## src/rtl/matmul_frame_loader.sv

```systemverilog
`default_nettype none
// ============================================================================
// Module   : matmul_frame_loader
// Brief    : Serial byte-stream loader for the 4x4 signed 8-bit matrix
//            multiplier. Assembles A then B (row-major), holds both stable
//            for the combinational multiply array, checks frame framing and
//            resynchronises on error.
// Revision : 1.0 - initial release
// ============================================================================
module matmul_frame_loader #(
    parameter int DW = 8
) (
    input  logic             clk,
    input  logic             rst,
    input  logic [DW-1:0]    s_data,
    input  logic             s_valid,
    input  logic             s_last,
    output logic             s_ready,
    output logic [16*DW-1:0] a_flat,
    output logic [16*DW-1:0] b_flat,
    output logic             m_valid,
    input  logic             m_ready,
    output logic             frame_err,
    output logic [7:0]       err_count
);

    localparam logic [3:0] c_LAST_IDX = 4'd15;
    localparam logic [7:0] c_ERR_MAX  = 8'hFF;

    typedef enum logic [1:0] {
        ST_LOAD_A = 2'd0,
        ST_LOAD_B = 2'd1,
        ST_HOLD   = 2'd2,
        ST_DRAIN  = 2'd3
    } state_t;

    state_t          r_state;
    state_t          w_state_nxt;
    logic [3:0]      r_idx;
    logic [3:0]      w_idx_nxt;
    logic            w_acc;
    logic            w_wr_a;
    logic            w_wr_b;
    logic            w_err;
    logic [16*DW-1:0] r_a_flat;
    logic [16*DW-1:0] r_b_flat;
    logic            r_frame_err;
    logic [7:0]      r_err_count;

    // Handshake outputs are pure state decodes; rst forces s_ready low.
    assign s_ready   = ~rst & (r_state != ST_HOLD);
    assign m_valid   = (r_state == ST_HOLD);
    assign w_acc     = s_valid & s_ready;
    assign a_flat    = r_a_flat;
    assign b_flat    = r_b_flat;
    assign frame_err = r_frame_err;
    assign err_count = r_err_count;

    // State and element-index register.
    always_ff @(posedge clk) begin
        if (rst) begin
            r_state <= ST_LOAD_A;
            r_idx   <= 4'd0;
        end else begin
            r_state <= w_state_nxt;
            r_idx   <= w_idx_nxt;
        end
    end

    // Next-state, element write strobes and framing-error detection.
    always_comb begin
        w_state_nxt = r_state;
        w_idx_nxt   = r_idx;
        w_wr_a      = 1'b0;
        w_wr_b      = 1'b0;
        w_err       = 1'b0;
        case (r_state)
            ST_LOAD_A: begin
                if (w_acc) begin
                    if (s_last) begin
                        // Frame ended early: it is already over, so restart directly.
                        w_err       = 1'b1;
                        w_state_nxt = ST_LOAD_A;
                        w_idx_nxt   = 4'd0;
                    end else begin
                        w_wr_a = 1'b1;
                        if (r_idx == c_LAST_IDX) begin
                            w_state_nxt = ST_LOAD_B;
                            w_idx_nxt   = 4'd0;
                        end else begin
                            w_idx_nxt = r_idx + 4'd1;
                        end
                    end
                end
            end
            ST_LOAD_B: begin
                if (w_acc) begin
                    if (r_idx == c_LAST_IDX) begin
                        w_idx_nxt = 4'd0;
                        if (s_last) begin
                            w_wr_b      = 1'b1;
                            w_state_nxt = ST_HOLD;
                        end else begin
                            // 32nd beat lacks s_last: skip the rest of this frame.
                            w_err       = 1'b1;
                            w_state_nxt = ST_DRAIN;
                        end
                    end else if (s_last) begin
                        w_err       = 1'b1;
                        w_state_nxt = ST_LOAD_A;
                        w_idx_nxt   = 4'd0;
                    end else begin
                        w_wr_b    = 1'b1;
                        w_idx_nxt = r_idx + 4'd1;
                    end
                end
            end
            ST_HOLD: begin
                if (m_ready) begin
                    w_state_nxt = ST_LOAD_A;
                    w_idx_nxt   = 4'd0;
                end
            end
            ST_DRAIN: begin
                if (w_acc && s_last) begin
                    w_state_nxt = ST_LOAD_A;
                    w_idx_nxt   = 4'd0;
                end
            end
            default: begin
                w_state_nxt = ST_LOAD_A;
                w_idx_nxt   = 4'd0;
            end
        endcase
    end

    // Matrix storage: bit-exact element writes on accepted load beats only.
    always_ff @(posedge clk) begin
        if (rst) begin
            r_a_flat <= '0;
            r_b_flat <= '0;
        end else begin
            if (w_wr_a) begin
                r_a_flat[r_idx*DW +: DW] <= s_data;
            end
            if (w_wr_b) begin
                r_b_flat[r_idx*DW +: DW] <= s_data;
            end
        end
    end

    // Framing-error pulse and saturating error counter.
    always_ff @(posedge clk) begin
        if (rst) begin
            r_frame_err <= 1'b0;
            r_err_count <= 8'd0;
        end else begin
            r_frame_err <= w_err;
            if (w_err && (r_err_count != c_ERR_MAX)) begin
                r_err_count <= r_err_count + 8'd1;
            end
        end
    end

endmodule
`default_nettype wire

```

## config.mk

```make
export PLATFORM = sky130hd
export DESIGN_NAME = matmul_frame_loader
export DESIGN_NICKNAME = d
export VERILOG_FILES = /design/src/rtl/matmul_frame_loader.sv
export SDC_FILE = /design/constraint.sdc
export NUM_CORES = 1
export LEC_CHECK = 0
export BUFFER_PORTS_ARGS = -buffer_cell sky130_fd_sc_hd__buf_4
export CORE_ASPECT_RATIO = 1.25
export CORE_MARGIN = 1.5
export CORE_UTILIZATION = 55
export CTS_BUF_LIST = sky130_fd_sc_hd__clkbuf_8
export DETAILED_ROUTE_END_ITERATION = 6
export GPL_TIMING_DRIVEN = 1
export MAX_ROUTING_LAYER = met4
export PLACE_DENSITY = 0.82
export SETUP_SLACK_MARGIN = 0.1
export SKIP_LAST_GASP = 1
export SYNTH_ARGS = -nofsm -noshare
export SYNTH_HDL_FRONTEND = slang
export SYNTH_SLANG_ARGS = --single-unit
```

## constraint.sdc

```tcl
create_clock -name clk -period 3.3 [get_ports clk]
set_input_delay 0.66 -clock clk [delete_from_list [all_inputs] [get_ports clk]]
set_output_delay 0.66 -clock clk [all_outputs]
set_load 0.05 [all_outputs]
```

==> flow_summary.yaml <==
global_route:
  grt_pass1_wl_mm: 46.0
  top_usage_layer: "met2"
  grt_util_met1_pct: 32.1
  antenna_found_initial: 0
  grt.met3_usage_pct: 5.56
  overflow: 0
  grt_pass1_vias: 8607
  grtUsageTotal_pct: 27.5
  grt_max_degree: 107
  grt_use_met2_pct: 46.8
sta:
  fin_tns_setup_ns: 0
  fmax_mhz: 335
  fin_crit_sh_pct: 90.5
  grt_setup_unrepaired: "no"
  worst_pin_slew_ns: 0.782
  max_slew_margin_pct: 47.7
  fin_skew_ns: 0.0154
  hold_viol: 0
  setup_violations: 0
  slew_violations: 0
  fin_crit_ns: 2.99
  final.setup.worst_slack_ns: 0.314
clock_network:
  cts_tree: "yes"
  htree_levels: 2
  cts_made_buffers: 41
  post_cts_resized: 0
  clk_latency_ns: 0.52
  clk_pin_slew_ns: 0.06
  hold_buffers: 0
  postCtsSetupBuffers: 0
  clock_sinks: 271
  clockRootBuffer: "clkbuf_8"
  clk_path_buf_depth: 3
place:
  place_congestion: 0.914
  place_hpwl_mm: 20.4
  place_ws_ns: 0.378
  portBuffers: 279
layout:
  multi_input_area_mm2: 0.00561
  fin_nets: 1387
  areaGrowthSynthToFinish_pct: 26.6
  regArea_mm2: 0.00543
  fillers: 1580
  drive_gt1_share_pct: 27.1
  antenna_cells: 0
route:
  antenna_left: 0
  dr.pass1.iters: 5
  drt-initial-drc-count: 404
  drc: 0
  wirelength_mm: 29.7
  vias_per_cell: 5.23
  wl_per_cell_um: 17.9
  vias: 8680
synthesis:
  syn-num-nets: 1118
  synth_edf_count: 0
  syn_inst: 1099
  synth_area_leader_cell: "dfxtp_1"
  syn-cell-area_mm2: 0.0113
  synth_warnings: 0
  ys_types: 54
  yosysSeqAreaShare_pct: 47.9
  ys_ff_latch: 271
  synth_ff_type: "dfxtp_1"
  async_reset_ff_share_pct: 0
  yosys.area.top_type_share_pct: 47.9
  synth_area_per_cell_um2: 10.3
  synthTopCellsByArea: "dfxtp_1 (48%), mux2i_1 (21%), nand2b_1 (14%), nand2_1 (2.7%), nor3_4 (1.7%)"
pwr:
  p_int_w: 0.00472
  pwr-share-comb_pct: 4.0
  pwr-share-seq_pct: 53.8
  vdd_drop_max_mv: 0.325
  p_clk_share_pct: 42.1
  p_leak_nw: 6.17
  power_density_mw_per_mm2: 426
  p_switching_w: 0.00138
  p_sw_share_pct: 22.7
setup_path:
  r2r_slack_ns: 0.31
  crit_arrival_ns: 3.41
  r2r-end: "b_flat[77]"
  path_cells: "ha_1 -> nand3_1 -> ha_1 -> nor4_2 -> nand3_1 -> mux2i_1"
  rr_worst_depth: 6
  slowest_delay_ns: 0.64
  crit_slowest_cell: "nor4_2"
  rr_startpoint: "r_idx[0]"
  critPathMaxFanout: 13
  critPathLaunchType: "register"
  endpoint_kind: "register"
  cp.required_ns: 3.73
  critPathKind: "register to register"
floorplanning:
  row_count: 58
  initial_utilization_pct: 56.1
  coreArea_mm2: 0.0202
  die_area_mm2: 0.0215
  dieHeight_um: 163
  die_w_um: 131
  io-pin-count: 280
hold_path:
  holdPathEnd: "r_idx[0]"
  hp-class: "primary input to register"
  holdCritStartpoint: "s_valid"
  hold_depth: 3
flow_run:
  max_cap_viol_count: 0
outcome:
  status: "completed"
[through the flow]
step / instances / hold slack, ns / power (W) / instance area (um^2) / util [%]
finish: 1660 / 0.460 / 0.00610 / 14300 / 71.1
global route: 1660 / 0.463 / 0.00631 / 14300 / 71.1
CTS: 1660 / 0.443 / 0.00615 / 14300 / 71.1
detailed placement: 1595 / 0.461 / 0.00360 / 13600 / 67.4
global placement: 1595 / 0.459 / 0.00360 / 13600 / 67.4
floorplan: 1099 / 0.497 / 0.00353 / 11300 / -
[critical path, delay by kind of cell, from the launching register on]
family,cells,cell delay [ns]
adders and majority gates,2,0.63
DFF,1,0.54
muxes,1,0.32
and+or+nand+nor,3,1.40
[synth_stat cells (3+ instances only)]
master      n
nand3b_1    4
clkbuf_1   47
and3b_1     3
ha_1        6
nor4_1      3
nand2b_1  246
inv_1       9
nor2_2      6
mux2i_1   243
a211oi_1    3
nor2_1     14
o21ai_0    37
nor2b_1    20
or3_1       3
buf_2      13
a21oi_1     7
buf_1       3
nand2_1    82
nand4_1     8
nor3_4     12
nor3_1      8
nand3_1    10
dfxtp_1   271
[power by group through the flow]
stage          sequential [W]  clock, W  combinational (W)
3_5_place_dp          0.00336         0           0.000244
6_report              0.00328   0.00257           0.000246
2_1_floorplan         0.00336         0           0.000165
4_1_cts               0.00328   0.00262           0.000245
3_3_place_gp          0.00336         0           0.000243
5_1_grt               0.00328   0.00277           0.000261
[cell usage in the layout, fill, tap and decap left out, drive strengths merged, types with 2 or more instances in the layout]
master,instances
buf,291
dfxtp,271
nand2b,246
mux2i,243
nand2,83
clkbuf,50
o21ai,38
inv,23
nor3,21
nor2b,20
nor2,20
nand3,12
nand4,9
a21oi,7
ha,6
nand3b,4
nor4,4
nor3b,4
or3,3
and3b,3
a211oi,3
nor4b,3
and2,3
and4b,2
xor2,2
or2,2
and3,2
[state kept, by name (all words and copies together) (netlist names)]
register   count
b_flat       128
err_count      8
r_state        2
frame_err      1
r_idx          4
a_flat       128
[worst max-delay path by stage]
stage	depth (start not counted)	slack [ns]	endpoint	startpoint
final	6	0.31	b_flat[77]	r_idx[0]
after global placement	6	0.46	b_flat[112]	r_idx[0]
after global routing	6	0.23	b_flat[113]	r_idx[0]
after floorplan	5	0.57	s_ready	rst
after detailed placement	5	0.38	a_flat[37]	rst
after CTS	6	0.39	b_flat[112]	r_idx[0]
[per-layer routing]
layer | wire (um) | vias up | part of all wire [%]
li1 | - | 4246 | -
met1 | 12400 | 4082 | 42
met2 | 14600 | 283 | 49
met3 | 1780 | 69 | 6.0
met4 | 1010 | 0 | 3.4
met5 | 0 | - | 0
[area by class of cell]
type	count	share of cell area (%)
Clock buffer	50	4.80
Tap cell	270	2.36
Clock inverter	15	0.401
Sequential cell	271	37.8
Multi-Input combinational cell	754	39.1
Inverter	9	0.236
Timing Repair Buffer	291	15.3
[cells by family (layout without fill, tap and decap cells)]
kind of cell	count (synthesis)	count (layout)	synth area share, %
and+or+nand+nor	444	444	24.0
xor gates and xnor gates	3	3	0.298
DFF	271	271	47.9
buffers and inverters	74	365	2.66
AOI/OAI and AO/OA	57	57	2.92
muxes	244	244	21.6
adders and majority gates	6	6	0.663
No activity file was read; power rests on OpenSTA's default activity.
